<file path="src/rtl/player_move_scheduler_if.sv">
// Bundle between the key / frame-timing side and the player move scheduler.
// Signalling: frame_start and pause_toggle are single-cycle strobes, sampled on
// the rising clock edge. enable is a single-cycle step strobe. left/right are
// meaningful only while enable=1 and are held at 0 otherwise. There is no
// back-pressure: the position datapath must take every step the cycle it is
// offered. dbg_state exposes the scheduler FSM state for observation.
interface player_move_scheduler_if;
  logic       frame_start;
  logic       key_left;
  logic       key_right;
  logic       pause_toggle;
  logic       enable;
  logic       left;
  logic       right;
  logic [2:0] speed;
  logic       busy;
  logic       paused;
  logic       overrun;
  logic [1:0] dbg_state;

  // Driver of keys and frame timing
  modport master (
    output frame_start, key_left, key_right, pause_toggle,
    input  enable, left, right, speed, busy, paused, overrun, dbg_state
  );

  // The scheduler itself
  modport slave (
    input  frame_start, key_left, key_right, pause_toggle,
    output enable, left, right, speed, busy, paused, overrun, dbg_state
  );
endinterface

</file>
<file path="src/rtl/player_move_scheduler.sv">
// Player move scheduler: samples left/right once per frame and issues a burst
// of single-cycle step strobes whose length grows while a direction is held.
// Pause toggle aborts bursts and resets acceleration.
// Optional key debouncing is enabled by defining PLAYER_MOVE_DEBOUNCE_EN.
module player_move_scheduler #(
  parameter int ACCEL_FRAMES    = 4,
  parameter int MAX_SPEED       = 4,
  parameter int PULSE_GAP       = 1,
  parameter int DEBOUNCE_CYCLES = 16
) (
  input  logic                     CLOCK_50,
  input  logic                     global_reset_n,
  player_move_scheduler_if.slave   bus
);

  typedef enum logic [1:0] {
    ST_IDLE  = 2'd0,
    ST_PULSE = 2'd1,
    ST_GAP   = 2'd2
  } state_t;

  typedef enum logic [1:0] {
    DIR_NONE  = 2'd0,
    DIR_LEFT  = 2'd1,
    DIR_RIGHT = 2'd2
  } dir_t;

  // accel counter runs 0..ACCEL_FRAMES-1; wrapping at ACC_LAST bumps speed
  localparam int             AW       = (ACCEL_FRAMES > 1) ? $clog2(ACCEL_FRAMES) : 1;
  localparam logic [AW-1:0]  ACC_LAST = AW'(ACCEL_FRAMES - 1);
  localparam int             GW       = (PULSE_GAP > 1) ? $clog2(PULSE_GAP) : 1;
  localparam logic [GW-1:0]  GAP_LOAD = GW'((PULSE_GAP > 0) ? PULSE_GAP - 1 : 0);
  localparam logic [2:0]     SPD_MAX  = 3'(MAX_SPEED);

  // bit 0 = left, bit 1 = right
  logic [1:0] sync1_q, sync2_q;
  logic [1:0] keys_lvl;

  state_t        state_q, state_d;
  dir_t          prev_q, prev_d;
  dir_t          bdir_q, bdir_d;
  dir_t          dir;
  logic [2:0]    speed_q, speed_d;
  logic [AW-1:0] acc_q, acc_d;
  logic [2:0]    rem_q, rem_d;
  logic [GW-1:0] gap_q, gap_d;
  logic          paused_q, paused_d;
  logic          overrun_q, overrun_d;
  logic [2:0]    len;

  // Two-flop synchronizers for the asynchronous key inputs
  always_ff @(posedge CLOCK_50 or negedge global_reset_n) begin
    if (!global_reset_n) begin
      sync1_q <= 2'b00;
      sync2_q <= 2'b00;
    end else begin
      sync1_q <= {bus.key_right, bus.key_left};
      sync2_q <= sync1_q;
    end
  end

`ifdef PLAYER_MOVE_DEBOUNCE_EN
  localparam int            DW      = (DEBOUNCE_CYCLES > 1) ? $clog2(DEBOUNCE_CYCLES) : 1;
  localparam logic [DW-1:0] DB_LAST = DW'(DEBOUNCE_CYCLES - 1);

  logic [1:0]    filt_q, filt_d;
  logic [DW-1:0] db_cnt_q [2];
  logic [DW-1:0] db_cnt_d [2];

  // Filtered level flips only after DEBOUNCE_CYCLES consecutive differing cycles
  always_comb begin
    for (int i = 0; i < 2; i++) begin
      filt_d[i]   = filt_q[i];
      db_cnt_d[i] = '0;
      if (sync2_q[i] != filt_q[i]) begin
        if (db_cnt_q[i] == DB_LAST) filt_d[i] = sync2_q[i];
        else                        db_cnt_d[i] = db_cnt_q[i] + 1'b1;
      end
    end
  end

  // Debouncer state registers
  always_ff @(posedge CLOCK_50 or negedge global_reset_n) begin
    if (!global_reset_n) begin
      filt_q      <= 2'b00;
      db_cnt_q[0] <= '0;
      db_cnt_q[1] <= '0;
    end else begin
      filt_q      <= filt_d;
      db_cnt_q[0] <= db_cnt_d[0];
      db_cnt_q[1] <= db_cnt_d[1];
    end
  end

  assign keys_lvl = filt_q;
`else
  // DEBOUNCE_CYCLES only matters to the filter build
  logic unused_debounce;
  assign unused_debounce = |DEBOUNCE_CYCLES;
  assign keys_lvl        = sync2_q;
`endif

  // Frame direction: exactly one key held selects it, otherwise none
  always_comb begin
    dir = DIR_NONE;
    if (keys_lvl == 2'b01)      dir = DIR_LEFT;
    else if (keys_lvl == 2'b10) dir = DIR_RIGHT;
  end

  // State and datapath registers
  always_ff @(posedge CLOCK_50 or negedge global_reset_n) begin
    if (!global_reset_n) begin
      state_q   <= ST_IDLE;
      prev_q    <= DIR_NONE;
      bdir_q    <= DIR_NONE;
      speed_q   <= 3'd1;
      acc_q     <= '0;
      rem_q     <= 3'd0;
      gap_q     <= '0;
      paused_q  <= 1'b0;
      overrun_q <= 1'b0;
    end else begin
      state_q   <= state_d;
      prev_q    <= prev_d;
      bdir_q    <= bdir_d;
      speed_q   <= speed_d;
      acc_q     <= acc_d;
      rem_q     <= rem_d;
      gap_q     <= gap_d;
      paused_q  <= paused_d;
      overrun_q <= overrun_d;
    end
  end

  // Next state: pause entry beats a frame, a frame beats burst progress
  always_comb begin
    state_d   = state_q;
    prev_d    = prev_q;
    bdir_d    = bdir_q;
    speed_d   = speed_q;
    acc_d     = acc_q;
    rem_d     = rem_q;
    gap_d     = gap_q;
    paused_d  = paused_q ^ bus.pause_toggle;
    overrun_d = overrun_q;
    len       = 3'd0;

    if (bus.pause_toggle && !paused_q) begin
      state_d = ST_IDLE;
      speed_d = 3'd1;
      acc_d   = '0;
      prev_d  = DIR_NONE;
      rem_d   = 3'd0;
    end else if (bus.frame_start && !paused_d) begin
      // a frame landing mid-burst drops what is left of it
      if (state_q != ST_IDLE) overrun_d = 1'b1;
      prev_d = dir;
      if (dir == DIR_NONE) begin
        speed_d = 3'd1;
        acc_d   = '0;
        len     = 3'd0;
      end else if (dir != prev_q) begin
        speed_d = 3'd1;
        acc_d   = '0;
        len     = 3'd1;
      end else begin
        if (acc_q == ACC_LAST) begin
          acc_d   = '0;
          speed_d = (speed_q >= SPD_MAX) ? SPD_MAX : speed_q + 3'd1;
        end else begin
          acc_d = acc_q + 1'b1;
        end
        len = speed_d;
      end
      rem_d = len;
      if (len != 3'd0) begin
        bdir_d  = dir;
        state_d = ST_PULSE;
      end else begin
        state_d = ST_IDLE;
      end
    end else begin
      case (state_q)
        ST_PULSE: begin
          rem_d = rem_q - 3'd1;
          if (rem_q <= 3'd1) begin
            state_d = ST_IDLE;
          end else if (PULSE_GAP == 0) begin
            state_d = ST_PULSE;
          end else begin
            state_d = ST_GAP;
            gap_d   = GAP_LOAD;
          end
        end
        ST_GAP: begin
          if (gap_q == '0) state_d = ST_PULSE;
          else             gap_d   = gap_q - 1'b1;
        end
        default: state_d = ST_IDLE;
      endcase
    end
  end

  // Outputs decoded from registered state only
  always_comb begin
    bus.enable    = (state_q == ST_PULSE);
    bus.left      = (state_q == ST_PULSE) && (bdir_q == DIR_LEFT);
    bus.right     = (state_q == ST_PULSE) && (bdir_q == DIR_RIGHT);
    bus.busy      = (state_q != ST_IDLE);
    bus.speed     = speed_q;
    bus.paused    = paused_q;
    bus.overrun   = overrun_q;
    bus.dbg_state = state_q;
  end

endmodule

</file>
<file path="src/flat_wrapper.sv">
// flat-port wrapper written by rule: the top's interface ports become plain ports
module player_move_scheduler_flat 
#(
  parameter int ACCEL_FRAMES    = 4,
  parameter int MAX_SPEED       = 4,
  parameter int PULSE_GAP       = 1,
  parameter int DEBOUNCE_CYCLES = 16
)
  (CLOCK_50, global_reset_n, bus_frame_start, bus_key_left, bus_key_right, bus_pause_toggle, bus_enable, bus_left, bus_right, bus_speed, bus_busy, bus_paused, bus_overrun, bus_dbg_state);
  player_move_scheduler_if bus_i ();
  input  logic CLOCK_50;
  input  logic global_reset_n;
  input wire logic [$bits(bus_i.frame_start)-1:0] bus_frame_start;
  input wire logic [$bits(bus_i.key_left)-1:0] bus_key_left;
  input wire logic [$bits(bus_i.key_right)-1:0] bus_key_right;
  input wire logic [$bits(bus_i.pause_toggle)-1:0] bus_pause_toggle;
  output wire logic [$bits(bus_i.enable)-1:0] bus_enable;
  output wire logic [$bits(bus_i.left)-1:0] bus_left;
  output wire logic [$bits(bus_i.right)-1:0] bus_right;
  output wire logic [$bits(bus_i.speed)-1:0] bus_speed;
  output wire logic [$bits(bus_i.busy)-1:0] bus_busy;
  output wire logic [$bits(bus_i.paused)-1:0] bus_paused;
  output wire logic [$bits(bus_i.overrun)-1:0] bus_overrun;
  output wire logic [$bits(bus_i.dbg_state)-1:0] bus_dbg_state;
  assign bus_i.frame_start = bus_frame_start;
  assign bus_i.key_left = bus_key_left;
  assign bus_i.key_right = bus_key_right;
  assign bus_i.pause_toggle = bus_pause_toggle;
  assign bus_enable = bus_i.enable;
  assign bus_left = bus_i.left;
  assign bus_right = bus_i.right;
  assign bus_speed = bus_i.speed;
  assign bus_busy = bus_i.busy;
  assign bus_paused = bus_i.paused;
  assign bus_overrun = bus_i.overrun;
  assign bus_dbg_state = bus_i.dbg_state;
  player_move_scheduler #(.ACCEL_FRAMES(ACCEL_FRAMES), .MAX_SPEED(MAX_SPEED), .PULSE_GAP(PULSE_GAP), .DEBOUNCE_CYCLES(DEBOUNCE_CYCLES)) u_core (.CLOCK_50(CLOCK_50), .global_reset_n(global_reset_n), .bus(bus_i));
endmodule
</file>
<file path="config.mk">
export PLATFORM = sky130hd
export DESIGN_NAME = player_move_scheduler_flat
export DESIGN_NICKNAME = d
export VERILOG_FILES = /design/src/rtl/player_move_scheduler_if.sv /design/src/rtl/player_move_scheduler.sv /design/src/flat_wrapper.sv
export SDC_FILE = /design/constraint.sdc
export NUM_CORES = 1
export LEC_CHECK = 0
export BUFFER_PORTS_ARGS = -buffer_cell sky130_fd_sc_hd__buf_2
export CAP_MARGIN = 5
export CORE_MARGIN = 1.5
export CORE_UTILIZATION = 54
export CTS_CLUSTER_DIAMETER = 200
export DETAILED_ROUTE_END_ITERATION = 8
export PLACE_DENSITY = 0.77
export SLEW_MARGIN = 20
export SYNTH_ARGS = -nofsm -noshare
export SYNTH_HDL_FRONTEND = slang
export SYNTH_SLANG_ARGS = --single-unit
</file>
<file path="constraint.sdc">
create_clock -name CLOCK_50 -period 2.3 [get_ports CLOCK_50]
set_input_delay 0.46 -clock CLOCK_50 [delete_from_list [all_inputs] [get_ports CLOCK_50]]
set_output_delay 0.46 -clock CLOCK_50 [all_outputs]
set_load 0.005 [all_outputs]
</file>
==> results.json <==
{
  "vias": 795,
  "portBuffers": 16,
  "relSlewSlack_pct": 70.9,
  "dp_worst_setup_slack_ps": 304,
  "cts_resized": 0,
  "synthCells": 107,
  "rsz0062_at_grt": "false",
  "path_cells": "inv_1 -> ha_1 -> nor2_1 -> a31oi_1 -> o31ai_2 -> mux2_2",
  "antenna_found_initial": 0,
  "drtPass1Iterations": 4,
  "hold_path.class": "in -> async",
  "ys_ff_latch": 20,
  "max_cap_violations": 0,
  "drt_iter0_markers": 14,
  "placed_cell_area_sq_um": 1160,
  "core_area_sq_um": 1780,
  "grt_use_total_pct": 19.4,
  "fin_area_sq_um": 1200,
  "drc": 0,
  "drv_slew": 0,
  "cpPeakStageDelay_ps": 610,
  "start_util_pct": 59.0,
  "p_leak_nw": 0.607,
  "first_global_vias": 702,
  "cts-root-buf": "clkbuf_4",
  "worstMarginPinSlew_ps": 436,
  "syn_area_per_cell_sq_um": 9.83,
  "clk_latency_ps": 310,
  "io_pins": 17,
  "die-area_sq_um": 2220,
  "final.period_utilization_pct": 87.5,
  "worstSetupEndpointType": "flip-flop",
  "fp-row-count": 15,
  "hold_violations": 0,
  "yosysSeqAreaShare_pct": 47.7,
  "dp_hpwl_mm": 1.42,
  "path_clk_slew_ps": 110,
  "cts_setup_buffers": 0,
  "die_x_microns": 47.1,
  "die_h_microns": 47.1,
  "yosysUniqueCellTypes": 28,
  "finalSetupViolCount": 0,
  "cp_slowest_cell": "dfstp_2",
  "worst-setup-path-type": "reg -> reg",
  "num_antenna_cells": 0,
  "areaGrowthSynthToFinish_pct": 14.0,
  "vdd_drop_max_uv": 565,
  "wl_per_cell_microns": 12.1,
  "cts_tree": "done",
  "synth_flop_cell": "dfrtp_1",
  "cts_max_level": 1,
  "netlist.area_leader.share_pct": 45.2,
  "power_mw": 1.00,
  "critPathMaxFanout": 8,
  "ys_top_cells_by_area": "dfrtp_1 45%, ha_1 13%, nand2_1 6.4%",
  "synth_area_sq_um": 1050,
  "synth_edf_count": 0,
  "globalplace.congestion": 0.707,
  "synthTopCellsByCount": "19 x dfrtp_1, 18 x nand2_1, 12 x inv_1, 11 x a21oi_1, 11 x ha_1",
  "fin_skew_ps": 1.01,
  "clkSinkCount": 20,
  "period_minus_slack_ps": 2010,
  "finalWorstSetupSlack_ps": 286,
  "fin_setup_tns_ps": 0,
  "cp.arrival_ps": 2220,
  "grt_pass1_wl_mm": 2.89,
  "drive_above_1_share_pct": 19.8,
  "worst_setup_path_start_kind": "flip-flop",
  "yosysWarnings": 0,
  "grt-ovfl-total": 0,
  "hold_buffers": 0,
  "fmaxAchievable_mhz": 497,
  "fin_nets": 144,
  "grt_max_degree": 21,
  "status": "finished, final reports clean",
  "routed_wl_mm": 1.82,
  "cts_buffer_depth": 2,
  "power_density_nw_per_um2": 836,
  "cp.required_ps": 2500,
  "yosysTopAreaCell": "dfrtp_1",
  "vias_per_cell": 5.26,
  "cts-buffers-inserted": 3,
  "yosysMostFrequentCell": "dfrtp_1",
  "fin_cells": 151,
  "syn_nets": 124,
  "placedCellCount": 147,
  "synthArstFlopShare_pct": 100,
  "antenna_left": 0
}
==> report_power, final <==
group | internal (mW) | total [mW] | switching (mW)
registers | 0.424 | 0.468 | 0.0446
logic | 0.145 | 0.329 | 0.184
clock network | 0.0969 | 0.206 | 0.109
==> flip-flops by register name, indices dropped and copies added, names as in the netlist, 2 cells and up <==
register,count
u_core.keys_lvl,2
u_core.bus.dbg_state,2
u_core.rem_q,3
u_core.sync1_q,2
u_core.acc_q,2
u_core.prev_q,2
u_core.bdir_q,2
u_core.bus.speed,3
==> cell usage in the layout (no fill, tap or decap), types with 2 or more instances in the layout <==
| master | instances |
|---|---|
| or3_1 | 2 |
| buf_2 | 16 |
| nor3b_1 | 2 |
| xnor2_1 | 3 |
| mux2_2 | 2 |
| a21oi_1 | 11 |
| nor3_1 | 2 |
| nand2_1 | 18 |
| nor2_1 | 6 |
| dfrtp_1 | 19 |
| inv_1 | 12 |
| clkbuf_4 | 3 |
| nand3b_1 | 2 |
| ha_1 | 11 |
==> critical path: cells and delay by family (launching register included) <==
family | cells | cell delay [ps]
flops | 1 | 610
simple gates | 1 | 110
fa+ha+maj | 1 | 310
compound gates | 2 | 430
mux | 1 | 380
buf+inv | 1 | 60
==> layout make-up <==
type	instances	area, sq um
Tap cell	25	31.3
Sequential cell	20	502
Timing Repair Buffer	17	87.6
Clock buffer	4	36.3
Fill cell	152	583
Inverter	12	45.0
Multi-Input combinational cell	73	498
==> metal layers <==
metal	GRT usage (%)	up-vias	part of all wire (%)
met4	11.7	0	2.2
met5	0	-	0
met1	21.8	377	43
met3	2.31	5	2.8
met2	34.8	18	52
li1	-	395	-
==> worst paths after layout <==
path | cells past startpoint | to | startpoint | slack [ps]
max | 6 | u_core.bdir_q[0] | u_core.bus.speed[0] | 290
max in group asynchronous | 1 | u_core.bus.speed[0] | global_reset_n | 1900
min | 1 | u_core.rem_q[2] | global_reset_n | 70
max reg2reg | 6 | u_core.bdir_q[0] | u_core.bus.speed[0] | 290
min in group CLOCK_50 | 1 | u_core.sync1_q[1] | bus_key_right | 250
min reg2reg | 0 | u_core.keys_lvl[0] | u_core.sync1_q[0] | 360
==> metrics by stage <==
step	hold WS (ps)	utilization, %
floorplan	164	-
global placement	332	65.3
detailed placement	345	65.3
CTS	86.1	67.3
global route	111	67.3
finish	72.0	67.3
==> cells by family (layout without fill, tap and decap cells) <==
logic type / after synthesis / after routing / share of synthesized area [%]
xor gates and xnor gates: 4 / 4 / 3.33
adders and majority gates: 11 / 11 / 13.1
and+or+nand+nor: 37 / 37 / 17.1
AOI/OAI and AO/OA: 18 / 18 / 10.7
DFF: 20 / 20 / 47.7
muxes: 3 / 3 / 3.09
buffers and inverters: 14 / 33 / 4.99
Note: power is estimated with default switching activity, not from simulation.
